File: config.mk
export PLATFORM = sky130hd
export DESIGN_NAME = mem_dump_reader
export DESIGN_NICKNAME = d
export VERILOG_FILES = /design/src/rtl/mem_dump_reader_pkg.sv /design/src/rtl/mem_dump_reader_word_serializer.sv /design/src/rtl/mem_dump_reader.sv
export SDC_FILE = /design/constraint.sdc
export NUM_CORES = 1
export LEC_CHECK = 0
export CORE_AREA = 2 2 402 404
export CTS_CLUSTER_SIZE = 12
export DETAILED_ROUTE_END_ITERATION = 8
export DIE_AREA = 0 0 404 406
export GPL_TIMING_DRIVEN = 1
export HOLD_SLACK_MARGIN = 0.12
export REMOVE_ABC_BUFFERS = 1
export SETUP_SLACK_MARGIN = 0.4
export SLEW_MARGIN = 5
export SYNTH_ARGS = -nofsm -noshare
export SYNTH_HDL_FRONTEND = slang
export SYNTH_SLANG_ARGS = --single-unit
File: constraint.sdc
create_clock -name i_clk -period 2.5 [get_ports i_clk]
set_input_delay 0.75 -clock i_clk [delete_from_list [all_inputs] [get_ports i_clk]]
set_output_delay 0.75 -clock i_clk [all_outputs]
set_load 0.05 [all_outputs]
File: src/rtl/mem_dump_reader_pkg.sv
// Shared constants and FSM encoding for the data-memory dump reader.
// Default bus geometry matches the MIPS data memory debug port.
package mem_dump_reader_pkg;

    localparam int IO_BUS_SIZE_DEF   = 32;
    localparam int MEM_ADDR_SIZE_DEF = 5;
    localparam int BYTE_SIZE_DEF     = 8;

    localparam int BYTES_PER_WORD = IO_BUS_SIZE_DEF / BYTE_SIZE_DEF;

    // A one-byte word still needs a 1-bit counter to stay legal.
    function automatic int cnt_width(input int n);
        return (n > 1) ? $clog2(n) : 1;
    endfunction

    localparam int BYTE_CNT_W = cnt_width(BYTES_PER_WORD);

    typedef enum logic [1:0] {
        ST_IDLE = 2'd0,
        ST_LOAD = 2'd1,
        ST_SEND = 2'd2,
        ST_DONE = 2'd3
    } state_t;

endpackage

File: src/rtl/mem_dump_reader_word_serializer.sv
// Word load/shift register with byte counter; emits the MSB byte first.
// Clear has priority so an aborted dump restarts at byte 0.
module mem_dump_reader_word_serializer
    import mem_dump_reader_pkg::*;
#(
    parameter int WORD_W = IO_BUS_SIZE_DEF,
    parameter int BYTE_W = BYTE_SIZE_DEF
) (
    input  logic              i_clk,
    input  logic              i_reset,
    input  logic              i_clear,
    input  logic              i_load,
    input  logic              i_shift,
    input  logic [WORD_W-1:0] i_word,
    output logic [BYTE_W-1:0] o_byte,
    output logic              o_last
);

    localparam int BPW   = WORD_W / BYTE_W;
    localparam int CNT_W = cnt_width(BPW);

    logic [WORD_W-1:0] shift_q;
    logic [CNT_W-1:0]  cnt_q;

    always_ff @(posedge i_clk or negedge i_reset) begin
        if (!i_reset) begin
            shift_q <= '0;
            cnt_q   <= '0;
        end else if (i_clear) begin
            cnt_q   <= '0;
        end else if (i_load) begin
            shift_q <= i_word;
            cnt_q   <= '0;
        end else if (i_shift) begin
            shift_q <= shift_q << BYTE_W;
            cnt_q   <= cnt_q + 1'b1;
        end
    end

    assign o_byte = shift_q[WORD_W-1 -: BYTE_W];
    assign o_last = (cnt_q == CNT_W'(BPW - 1));

endmodule

File: src/rtl/mem_dump_reader.sv
// Streams the whole data memory image, big-endian, to the debug UART TX.
// FSM and word address live here; byte sequencing is in the serializer.
module mem_dump_reader
    import mem_dump_reader_pkg::*;
#(
    parameter int IO_BUS_SIZE   = IO_BUS_SIZE_DEF,
    parameter int MEM_ADDR_SIZE = MEM_ADDR_SIZE_DEF,
    parameter int BYTE_SIZE     = BYTE_SIZE_DEF
) (
    input  logic                                     i_clk,
    input  logic                                     i_reset,
    input  logic                                     i_start,
    input  logic                                     i_flush,
    input  logic [2**MEM_ADDR_SIZE*IO_BUS_SIZE-1:0]  i_bus_debug,
    input  logic                                     i_tx_ready,
    output logic [BYTE_SIZE-1:0]                     o_tx_data,
    output logic                                     o_tx_valid,
    output logic                                     o_busy,
    output logic                                     o_done,
    output logic [MEM_ADDR_SIZE-1:0]                 o_addr
);

    localparam int WORDS = 2**MEM_ADDR_SIZE;
    localparam logic [MEM_ADDR_SIZE-1:0] LAST_ADDR =
        MEM_ADDR_SIZE'(WORDS - 1);

    state_t                   state_q, state_d;
    logic [MEM_ADDR_SIZE-1:0] addr_q, addr_d;
    logic                     ser_load, ser_shift, ser_clear;
    logic                     ser_last;
    logic [BYTE_SIZE-1:0]     ser_byte;
    logic [IO_BUS_SIZE-1:0]   cur_word;
    logic                     hs;

    assign cur_word = i_bus_debug[addr_q*IO_BUS_SIZE +: IO_BUS_SIZE];
    assign hs       = o_tx_valid & i_tx_ready;

    always_ff @(posedge i_clk or negedge i_reset) begin
        if (!i_reset) begin
            state_q <= ST_IDLE;
            addr_q  <= '0;
        end else begin
            state_q <= state_d;
            addr_q  <= addr_d;
        end
    end

    always_comb begin
        state_d   = state_q;
        addr_d    = addr_q;
        ser_load  = 1'b0;
        ser_shift = 1'b0;
        ser_clear = 1'b0;
        if (i_flush) begin
            state_d   = ST_IDLE;
            addr_d    = '0;
            ser_clear = 1'b1;
        end else begin
            unique case (state_q)
                ST_IDLE: begin
                    if (i_start) begin
                        state_d = ST_LOAD;
                        addr_d  = '0;
                    end
                end
                ST_LOAD: begin
                    ser_load = 1'b1;
                    state_d  = ST_SEND;
                end
                ST_SEND: begin
                    if (hs) begin
                        if (!ser_last) begin
                            ser_shift = 1'b1;
                        end else if (addr_q == LAST_ADDR) begin
                            state_d = ST_DONE;
                        end else begin
                            addr_d  = addr_q + 1'b1;
                            state_d = ST_LOAD;
                        end
                    end
                end
                ST_DONE: begin
                    state_d = ST_IDLE;
                    addr_d  = '0;
                end
                default: state_d = ST_IDLE;
            endcase
        end
    end

    mem_dump_reader_word_serializer #(
        .WORD_W (IO_BUS_SIZE),
        .BYTE_W (BYTE_SIZE)
    ) u_word_serializer (
        .i_clk   (i_clk),
        .i_reset (i_reset),
        .i_clear (ser_clear),
        .i_load  (ser_load),
        .i_shift (ser_shift),
        .i_word  (cur_word),
        .o_byte  (ser_byte),
        .o_last  (ser_last)
    );

    assign o_tx_valid = (state_q == ST_SEND);
    assign o_tx_data  = o_tx_valid ? ser_byte : '0;
    assign o_busy     = (state_q == ST_LOAD) || (state_q == ST_SEND);
    assign o_done     = (state_q == ST_DONE);
    assign o_addr     = addr_q;

endmodule

==> results.py, run 1 <==
metrics = {
    "layout": {
        "final_cells": 4262,
        "drive_above_1_share": 0.283,
        "final_common_cell": "clkdlybuf4s50_1",
        "mostFrequentLayoutCells": "1,026 x clkdlybuf4s50_1, 171 x mux4_2, 171 x mux2i_1",
        "area_growth_pct": 165,
        "final_nets": 3188,
        "fin_area_sq_um": 27000,
    },
    "grt": {
        "grt_use_met3": 0.0449,
        "grt_pass1_wl_mm": 163,
        "globalRouteTotalUtil": 0.154,
        "antenna_found_initial": 106,
        "met1_usage": 0.181,
        "grt_max_degree": 38,
        "grt_pass1_vias": 15311,
        "overflow": 0,
        "grt.busiest_layer": "met2",
        "grt_use_met2": 0.271,
    },
    "sta": {
        "layout_setup_ws_ns": 0.127,
        "setup_viol": 0,
        "fin_skew_ns": 0.0149,
        "slew_viol_final": 0,
        "slew_headroom": 0.422,
        "rsz0062_at_grt": "yes",
        "hold_viol_final": 0,
        "max_clock_freq_mhz": 421,
        "fin_crit_ns": 2.37,
        "tightestPinTransition_ns": 0.867,
        "period_share": 0.949,
    },
    "route": {
        "wl_mm": 135,
        "vias": 15106,
        "viasPerCell": 3.54,
        "ant_nets": 0,
        "routedWlPerCell_um": 31.8,
        "firstDrtPassIters": 5,
        "drt_iter0_markers": 1073,
        "remaining_drc_errors": 0,
    },
    "clock_network": {
        "clock_latency_ns": 0.33,
        "cts_tree": "done",
        "path_clk_slew_ns": 0.08,
        "cts_sinks": 41,
        "cts_made_buffers": 5,
        "clockRootBuffer": "clkbuf_16",
        "clk_path_buf_depth": 2,
        "htreeDepth": 2,
    },
    "floorplan": {
        "die_w_um": 404,
        "die_h_um": 406,
        "rows": 147,
        "die-area_sq_um": 164000,
        "initial_core_util": 0.0640,
        "core_area_sq_um": 160000,
        "pin_count": 1045,
    },
    "synth": {
        "yosys.area.top_type": "mux4_2",
        "syn_inst": 945,
        "synth_flop_cell": "dfrtp_1",
        "syn_area_sq_um": 10200,
        "netlist.area_leader.share": 0.370,
        "synth_edf_count": 0,
        "ys_warn_count": 0,
        "synthArstFlopShare": 1.00,
        "ys_seq_area_frac": 0.100,
        "ys_ff_latch": 41,
        "synthDistinctLibCells": 49,
        "ys_top_cells_by_area": "mux4_2 37%, mux2i_1 18%, dfrtp_1 10%, o22ai_1 4.3%, a21oi_1 2.3%",
        "syn_avg_cell_area_sq_um": 10.8,
    },
    "worst_setup_path": {
        "end_kind": "flip-flop",
        "critPathMaxFanout": 6,
        "startpoint_type": "flip-flop",
        "worstSetupPathType": "reg2reg",
        "reg2reg_depth": 9,
        "required_ns": 2.71,
        "arrival_ns": 2.59,
    },
    "pwr": {
        "p_leak_nw": 8.85,
        "power_density_nw_per_um2": 313,
        "intPower_mw": 5.15,
        "p_comb_frac": 0.741,
        "switching_share": 0.392,
        "switchingPower_mw": 3.32,
        "vdd_ir_drop_max_mv": 0.258,
        "clock_power_share": 0.101,
        "seqPwrFrac": 0.158,
    },
    "place": {
        "place_area_sq_um": 24200,
        "hpwl_mm": 119,
        "placedCellCount": 4126,
        "port_buffers": 1044,
        "dpl_worst_slack_ns": -0.824,
        "gp_congestion": 0.946,
    },
    "worst_hold_path": {
        "min_path_type": "in2async",
    },
    "run": {
        "cap_viol_max_count": 0,
    },
    "run_status": {
        "status": "finished, final reports clean",
    },
}
## layer usage
metal / share of wire / wire length, um
met1: 0.38 / 52000
met2: 0.49 / 66800
met3: 0.083 / 11300
met4: 0.036 / 4940
met5: 0.0038 / 511
## flip-flops by register name, summed over array words and instances (netlist names)
signal,cells
o_addr,5
state_q,2
u_word_serializer.cnt_q,2
u_word_serializer.shift_q,32
## cell type report
class / instances / area [sq um]
clock inverter: 2 / 38.8
sequential: 41 / 1040
clock buffer: 6 / 129
inverter: 13 / 51.3
multi-input combinational: 784 / 9330
fill: 17769 / 133000
tap: 2086 / 2610
timing repair buffer: 1306 / 13800
antenna: 24 / 60.1
## power groups by stage
stage          Combinational [mW]  Sequential [mW]  Clock (mW)
5_1_grt                      6.61             1.40       0.917
3_5_place_dp                 5.16             1.40           0
6_report                     6.27             1.34       0.852
3_3_place_gp                 5.15             1.41           0
4_1_cts                      5.95             1.39       0.908
2_1_floorplan                2.15             1.28           0
## critical path: stages (launching register included)
cell      delay, ns
dfrtp_4        0.52
buf_12         0.15
buf_12         0.14
buf_12         0.13
buf_12         0.13
mux4_2         0.50
a22o_1         0.27
a221oi_2       0.17
o22a_1         0.16
nand3_1        0.07
## timing repair
item / 4_1_cts / 5_1_grt
hold buffers: 0 / 0
gates resized for setup: 170 / 109
hold endpoints to repair: 0 / 0
pin swaps: 48 / 66
cloned: 16 / 6
setup endpoints to repair: 49 / 49
buffers inserted: 50 / 32
## stage by stage
step	TNS [ns]	total power, mW	hold slack [ns]	utilization
floorplan	-327.85	3.43	0.454	-
global placement	-10.06	6.55	0.538	0.152
detailed placement	-10.81	6.56	0.555	0.152
CTS	0	8.25	0.514	0.163
global route	0	8.92	0.542	0.169
finish	0	8.47	0.509	0.169
## path summary, 6_finish.rpt
path                                               startpoint                       endpoint  slack [ns]
worst min-delay path                                  i_reset  u_word_serializer.shift_q[29]        0.51
worst max-delay path                                o_addr[0]  u_word_serializer.shift_q[13]        0.13
max in group asynchronous                             i_reset                      o_addr[0]        1.32
worst min register to register  u_word_serializer.shift_q[23]  u_word_serializer.shift_q[31]        0.57
worst max register to register                      o_addr[0]  u_word_serializer.shift_q[13]        0.13
min in group i_clk              u_word_serializer.shift_q[23]  u_word_serializer.shift_q[31]        0.57
## logic make-up (layout without fill, tap and decap cells)
group	Yosys count	count (layout)	share of synthesized area
xor+xnor	1	1	0.000857
other cells	0	24	0
mux	369	369	0.581
buf+inv	121	1327	0.0706
simple gates	172	173	0.0838
compound gates	233	233	0.153
fa+ha+maj	8	8	0.00980
flops	41	41	0.100
## synthesized netlist by cell type, types with 2 or more instances
| library cell | count |
|---|---|
| or2_2 | 3 |
| mux4_2 | 168 |
| a31oi_1 | 11 |
| mux2i_1 | 183 |
| buf_4 | 24 |
| nand2b_1 | 9 |
| dfrtp_1 | 41 |
| o31ai_1 | 3 |
| a22oi_1 | 15 |
| a22o_1 | 10 |
| and3_1 | 3 |
| or3_1 | 11 |
| nor3_1 | 20 |
| clkbuf_1 | 29 |
| o221ai_1 | 23 |
| a21oi_1 | 46 |
| buf_6 | 17 |
| ha_1 | 8 |
| buf_2 | 26 |
| o21bai_1 | 2 |
| o22ai_1 | 71 |
| inv_1 | 12 |
| nor3b_1 | 2 |
| nor2_1 | 14 |
| mux4_1 | 8 |
| o31a_1 | 7 |
| nand3_1 | 38 |
| a221oi_1 | 7 |
| mux2_2 | 10 |
| a211o_1 | 7 |
| and2_1 | 12 |
| buf_1 | 10 |
| o22a_1 | 7 |
| nor2b_1 | 7 |
| o21ai_0 | 18 |
| nand4_1 | 4 |
| nand2_1 | 47 |
Power figures use the tool's default switching activity.
==> inputs of run 2 (changes only) <==
Settings changed: CORE_AREA 2 2 402 404 to 5 5 405 407, DIE_AREA 0 0 404 406 to 0 0 410 412.
==> run 2 against run 1 <==
Worst setup slack better by 0.020 ns. Non-clock buffer count is 20 lower. Critical path type unchanged. Critical path depth stayed put. Flip-flop and latch count stayed put. Cell area is 2.6% lower. Die area is 3.0% higher. Clock power is 8.1% lower. Final cell count is 0.49% lower. Core utilization is 0.46 points lower. Sequential share of layout area is 0.13 points higher. Via count stayed put. Register-to-register slack better by 0.02 ns.
==> results.py, run 2 (synthesis gave the netlist of run 1 again) <==
metrics = {
    "run_status": {
        "status": "finished, final reports clean",
    },
    "sta": {
        "hold_viol_final": 0,
        "setup_viol": 0,
        "finalSetupTns_ns": 0,
        "period_share": 0.941,
        "slew_headroom": 0.466,
        "fin_crit_ns": 2.35,
        "fin_skew_ns": 0.0182,
        "slew_viol_final": 0,
        "rsz0062_at_grt": "yes",
        "tightestPinTransition_ns": 0.798,
        "max_clock_freq_mhz": 425,
    },
    "layout": {
        "final_nets": 3167,
        "seqCellArea_sq_um": 1040,
        "final_util": 0.165,
        "multi_input_area_sq_um": 9000,
        "largest_reg_flops": 32,
        "area_growth_pct": 158,
        "final_cells": 4241,
        "nFillCells": 17748,
        "mostFrequentLayoutCells": "1,023 x clkdlybuf4s50_1, 175 x mux2i_1, 172 x mux4_2",
        "final_common_cell": "clkdlybuf4s50_1",
        "largest_register": "u_word_serializer.shift_q",
        "drive_above_1_share": 0.258,
    },
    "worst_setup_path": {
        "timing.rr.start": "o_addr[0]",
        "cpMaxStageDelayCell": "dfrtp_4",
        "reg2reg_slack_ns": 0.15,
        "worstSetupPathType": "reg2reg",
        "critPathMaxFanout": 10,
        "regToRegEndpoint": "u_word_serializer.shift_q[14]",
        "cp_cell_sequence": "buf_16, buf_12, buf_4, bufbuf_16, mux2i_1, o21ai_0, o31a_1, o221ai_2, a21oi_1",
        "startpoint_type": "flip-flop",
        "end_kind": "flip-flop",
        "required_ns": 2.72,
        "max_stage_delay_ns": 0.55,
        "arrival_ns": 2.57,
        "reg2reg_depth": 9,
    },
    "floorplan": {
        "die_w_um": 410,
        "pin_count": 1045,
        "die_h_um": 412,
        "die-area_sq_um": 169000,
        "rows": 147,
        "core_area_sq_um": 160000,
        "initial_core_util": 0.0639,
    },
    "grt": {
        "grt_pass1_vias": 15631,
        "grt_pass1_wl_mm": 163,
        "overflow": 0,
        "grt_max_degree": 26,
        "globalRouteTotalUtil": 0.149,
        "antenna_found_initial": 108,
    },
    "pwr": {
        "p_leak_nw": 8.65,
        "total_power_mw": 8.00,
        "power_density_nw_per_um2": 304,
        "vdd_ir_drop_max_mv": 0.254,
    },
    "worst_hold_path": {
        "min_path_type": "in2async",
    },
    "clock_network": {
        "cts_tree": "done",
        "cts_sinks": 41,
        "clock_latency_ns": 0.34,
        "postCtsHoldBufs": 0,
        "htreeDepth": 2,
        "path_clk_slew_ns": 0.09,
        "clk_path_buf_depth": 2,
        "clockRootBuffer": "clkbuf_16",
        "cts_made_buffers": 5,
    },
    "route": {
        "ant_nets": 0,
        "wl_mm": 134,
        "vias": 15106,
        "firstDrtPassIters": 5,
        "remaining_drc_errors": 0,
        "routedWlPerCell_um": 31.6,
        "viasPerCell": 3.56,
        "drt_iter0_markers": 1208,
    },
    "place": {
        "hpwl_mm": 118,
        "gp_congestion": 0.951,
        "placedCellCount": 4136,
        "port_buffers": 1044,
    },
    "run": {
        "cap_viol_max_count": 0,
    },
}
## run 2: cell count changes in the layout (fill, tap and decap cells not counted), sizes merged
cell | previous run | this run
bufbuf | 4 | 7
bufinv | 1 | 0
clkinvlp | 0 | 2
or2 | 4 | 3
dlygate4sd2 | 0 | 4
buf | 270 | 248
clkbuf | 12 | 9
clkdlybuf4s50 | 1026 | 1023
## run 2: stage by stage
step | cell area, sq um | hold WS [ns] | setup WS [ns]
3_3_place_gp | 24300 | 0.529 | -0.536
6_report | 26300 | 0.384 | 0.148
4_1_cts | 25700 | 0.383 | 0.104
5_1_grt | 26300 | 0.405 | 0.0679
3_5_place_dp | 24300 | 0.540 | -0.463
2_1_floorplan | 9550 | 0.454 | -8.79
## run 2: what timing repair did
item                                    in CTS  in global routing
gates cloned                                14                  4
buffers inserted                            29                 26
gates resized for setup                    133                 62
endpoints found under the setup margin      52                 50
pin swaps                                   20                 24
hold endpoints to repair                     0                  0
## run 2: worst max path at each step
| stage | cells after the start | endpoint | start |
|---|---|---|---|
| global route | 10 | u_word_serializer.shift_q[24] | o_addr[0] |
| finish | 9 | u_word_serializer.shift_q[14] | o_addr[0] |
| floorplan | 5 | u_word_serializer.shift_q[0] | o_addr[0] |
| global placement | 7 | u_word_serializer.shift_q[10] | i_bus_debug[362] |
| CTS | 7 | u_word_serializer.shift_q[10] | o_addr[0] |
| detailed placement | 8 | u_word_serializer.shift_q[21] | i_flush |
## run 2: per-layer routing
layer | up-vias | GRT usage | routed length, um
met5 | - | 0 | 400
met4 | 58 | 0.0338 | 3460
met3 | 218 | 0.0419 | 12100
met2 | 943 | 0.264 | 66900
met1 | 7491 | 0.178 | 51300
li1 | 6396 | - | -
## run 2: layout make-up
class | instances | area share
timing repair buffer | 1286 | 0.509
clock inverter | 3 | 0.000950
inverter | 13 | 0.00209
tap | 2086 | 0.0991
clock buffer | 5 | 0.00475
multi-input combinational | 783 | 0.342
sequential | 41 | 0.0396
antenna | 24 | 0.00228
## run 2: critical path, delay by kind of cell, from the launching register on
kind                   cells  cell delay (ns)
flip-flops                 1             0.55
multiplexers               1             0.20
buffers and inverters      4             0.74
AO/OA/AOI/OAI              4             0.74
## run 2: power breakdown
group | switching (mW) | internal [mW] | leakage [nW]
registers | 0.434 | 0.929 | 0.487
logic | 2.38 | 3.48 | 8.09
clock network | 0.404 | 0.379 | 0.0706
total | 3.22 | 4.79 | 8.65
==> RTL change: new RTL, flow settings as in run 2 <==
Make the reset (`i_reset`) synchronous in 2 clocked blocks.
--- a/src/rtl/mem_dump_reader_word_serializer.sv
+++ b/src/rtl/mem_dump_reader_word_serializer.sv
@@ -23,5 +23,5 @@
     logic [CNT_W-1:0]  cnt_q;
 
-    always_ff @(posedge i_clk or negedge i_reset) begin
+    always_ff @(posedge i_clk) begin
         if (!i_reset) begin
             shift_q <= '0;
--- a/src/rtl/mem_dump_reader.sv
+++ b/src/rtl/mem_dump_reader.sv
@@ -36,5 +36,5 @@
     assign hs       = o_tx_valid & i_tx_ready;
 
-    always_ff @(posedge i_clk or negedge i_reset) begin
+    always_ff @(posedge i_clk) begin
         if (!i_reset) begin
             state_q <= ST_IDLE;
Check against the original RTL: differs if i_reset is asserted again (counterexample within 4 cycles, from zero or initial values and one cycle with i_reset low); with i_reset held inactive, the same outputs for 4 cycles.
==> RTL change against run 2 <==
- design area rose by 0.37%
- maximum frequency rose by 3.9%
- worst setup slack improved by 0.088 ns
- routed wire length rose by 7.6%
- sequential cell count did not move
- synthesized area fell by 1.5%
- highest routed layer unchanged
- critical path type unchanged
Power is not compared: it rests on default switching activity, and its combinational part moved more than twofold at a synthesized area within 25%.
==> RTL change: results <==
{
  "whs_ns": 0.5141,
  "antenna_found_initial": 107,
  "synth_compound_area_share_pct": 12.84,
  "routabilityCongestion": 0.9702,
  "dp_cells": 4040,
  "largest_reg_flops": 32,
  "yosys_warnings": 0,
  "cpMaxStageDelayCell": "mux4_2",
  "wl_mm": 144.4,
  "crit_type": "flip-flop to flip-flop",
  "htree_levels": 2,
  "synth_common_cells": "mux4_2, mux2i_1, o22ai_1, nand2_1, dfxtp_1",
  "cp.arrival_ns": 2.47,
  "synth.mux.area_fraction_pct": 59.32,
  "r2r-end": "u_word_serializer.shift_q[23]",
  "worstPathMaxFanout": 8,
  "grt.total_usage_pct": 16.14,
  "drtIter0Drc": 1450,
  "drc": 0,
  "clk_pin_slew_worst_paths_ns": 0.07,
  "min_path_type": "flip-flop to flip-flop",
  "reg2regPathDepth": 8,
  "status": "completed",
  "crit-reg2reg-launch": "o_addr[0]",
  "place_area_sq_um": 23770,
  "endpoint": "u_word_serializer.shift_q[23]",
  "ys_async_sr_fraction_pct": 0,
  "grt_max_degree": 38,
  "min_to": "state_q[1]",
  "fmax_mhz": 441.5,
  "max_stage_delay_ns": 0.66,
  "synth_fa_ha_area_share_pct": 0.9945,
  "slew_headroom_pct": 67.56,
  "synth_xor_area_share_pct": 0.08702,
  "min_from": "state_q[1]",
  "hold_depth": 2,
  "hpwl_mm": 124.8,
  "drt-pass1-iter-count": 5,
  "grt_pass1_wl_mm": 175.3,
  "syn_area_per_cell_sq_um": 11.23,
  "nNetsFinal": 3093,
  "cts_buffers": 5,
  "synth.area.top_cells": "mux4_2, mux2i_1, dfxtp_1",
  "ys_types": 60,
  "skew_ns": 0.01847,
  "p_leak_nw": 8.445,
  "ys_seq_area_share_pct": 8.155,
  "cts_root_buffer": "clkbuf_16",
  "post_drt_wl_per_cell_um": 34.63,
  "clockBufferDepth": 2,
  "ir_drop_uv": 199.5,
  "regMostFlops": "u_word_serializer.shift_q",
  "post-place-ws_ns": -0.8004,
  "r2r_slack_ns": 0.24,
  "numPortBuffers": 1044,
  "synthFlopType": "dfxtp_1",
  "fill_cells": 17750,
  "layout-drive-gt1-share_pct": 30.14,
  "vias": 15290
}
-- RTL change: metal layers --
layer | up-vias | routed length [um] | GRT usage (%) | share of wire [%]
met5 | - | 339 | 0 | 0.23
met2 | 1039 | 68310 | 26.83 | 47
met3 | 207 | 13250 | 5.372 | 9.2
met4 | 54 | 3787 | 4.141 | 2.6
li1 | 6204 | - | - | -
met1 | 7782 | 58740 | 20.06 | 41
-- RTL change: cells by family (layout without fill, tap and decap cells) --
kind of cell               count (synthesis)  count (layout)
muxes                                    330             330
and+or+nand+nor                          222             222
other                                      0              28
xor gates and xnor gates                   1               1
adders and majority gates                  8               8
DFF                                       41              41
buffers and inverters                    109            1270
AOI/OAI and AO/OA                        185             185
-- RTL change: cell type report --
cell class              count  area (sq um)  share of cell area (%)
clock buffers               6         138.9                  0.5253
well taps                2086          2610                   9.871
repair buffers           1259         13480                   50.97
multi-input cells         746          9273                   35.07
flip-flops and latches     41         844.6                   3.194
inverters                   3         13.76                 0.05205
clock inverters             2         13.76                 0.05205
diodes                     28         70.07                  0.2650
-- RTL change: repair_timing --
item / in CTS / in global routing
cloned: 20 / 3
endpoints found under the setup margin: 54 / 44
resized for setup: 164 / 92
hold endpoints to repair: 0 / 0
buffers inserted: 51 / 21
pin swaps: 26 / 40
-- RTL change: power breakdown --
part	internal (mW)	switching (mW)	total [mW]
logic	1.87	0.912	2.78
registers	0.671	0.0329	0.703
clock network	0.400	0.360	0.760
total	2.94	1.31	4.25
-- RTL change: worst max-delay path, delay by kind of cell (launching register included) --
family | cells | cell delay (ns)
AO/OA/AOI/OAI | 1 | 0.11
flip-flops | 1 | 0.40
buffers and inverters | 4 | 0.65
AND/OR/NAND/NOR | 1 | 0.04
multiplexers | 2 | 0.90
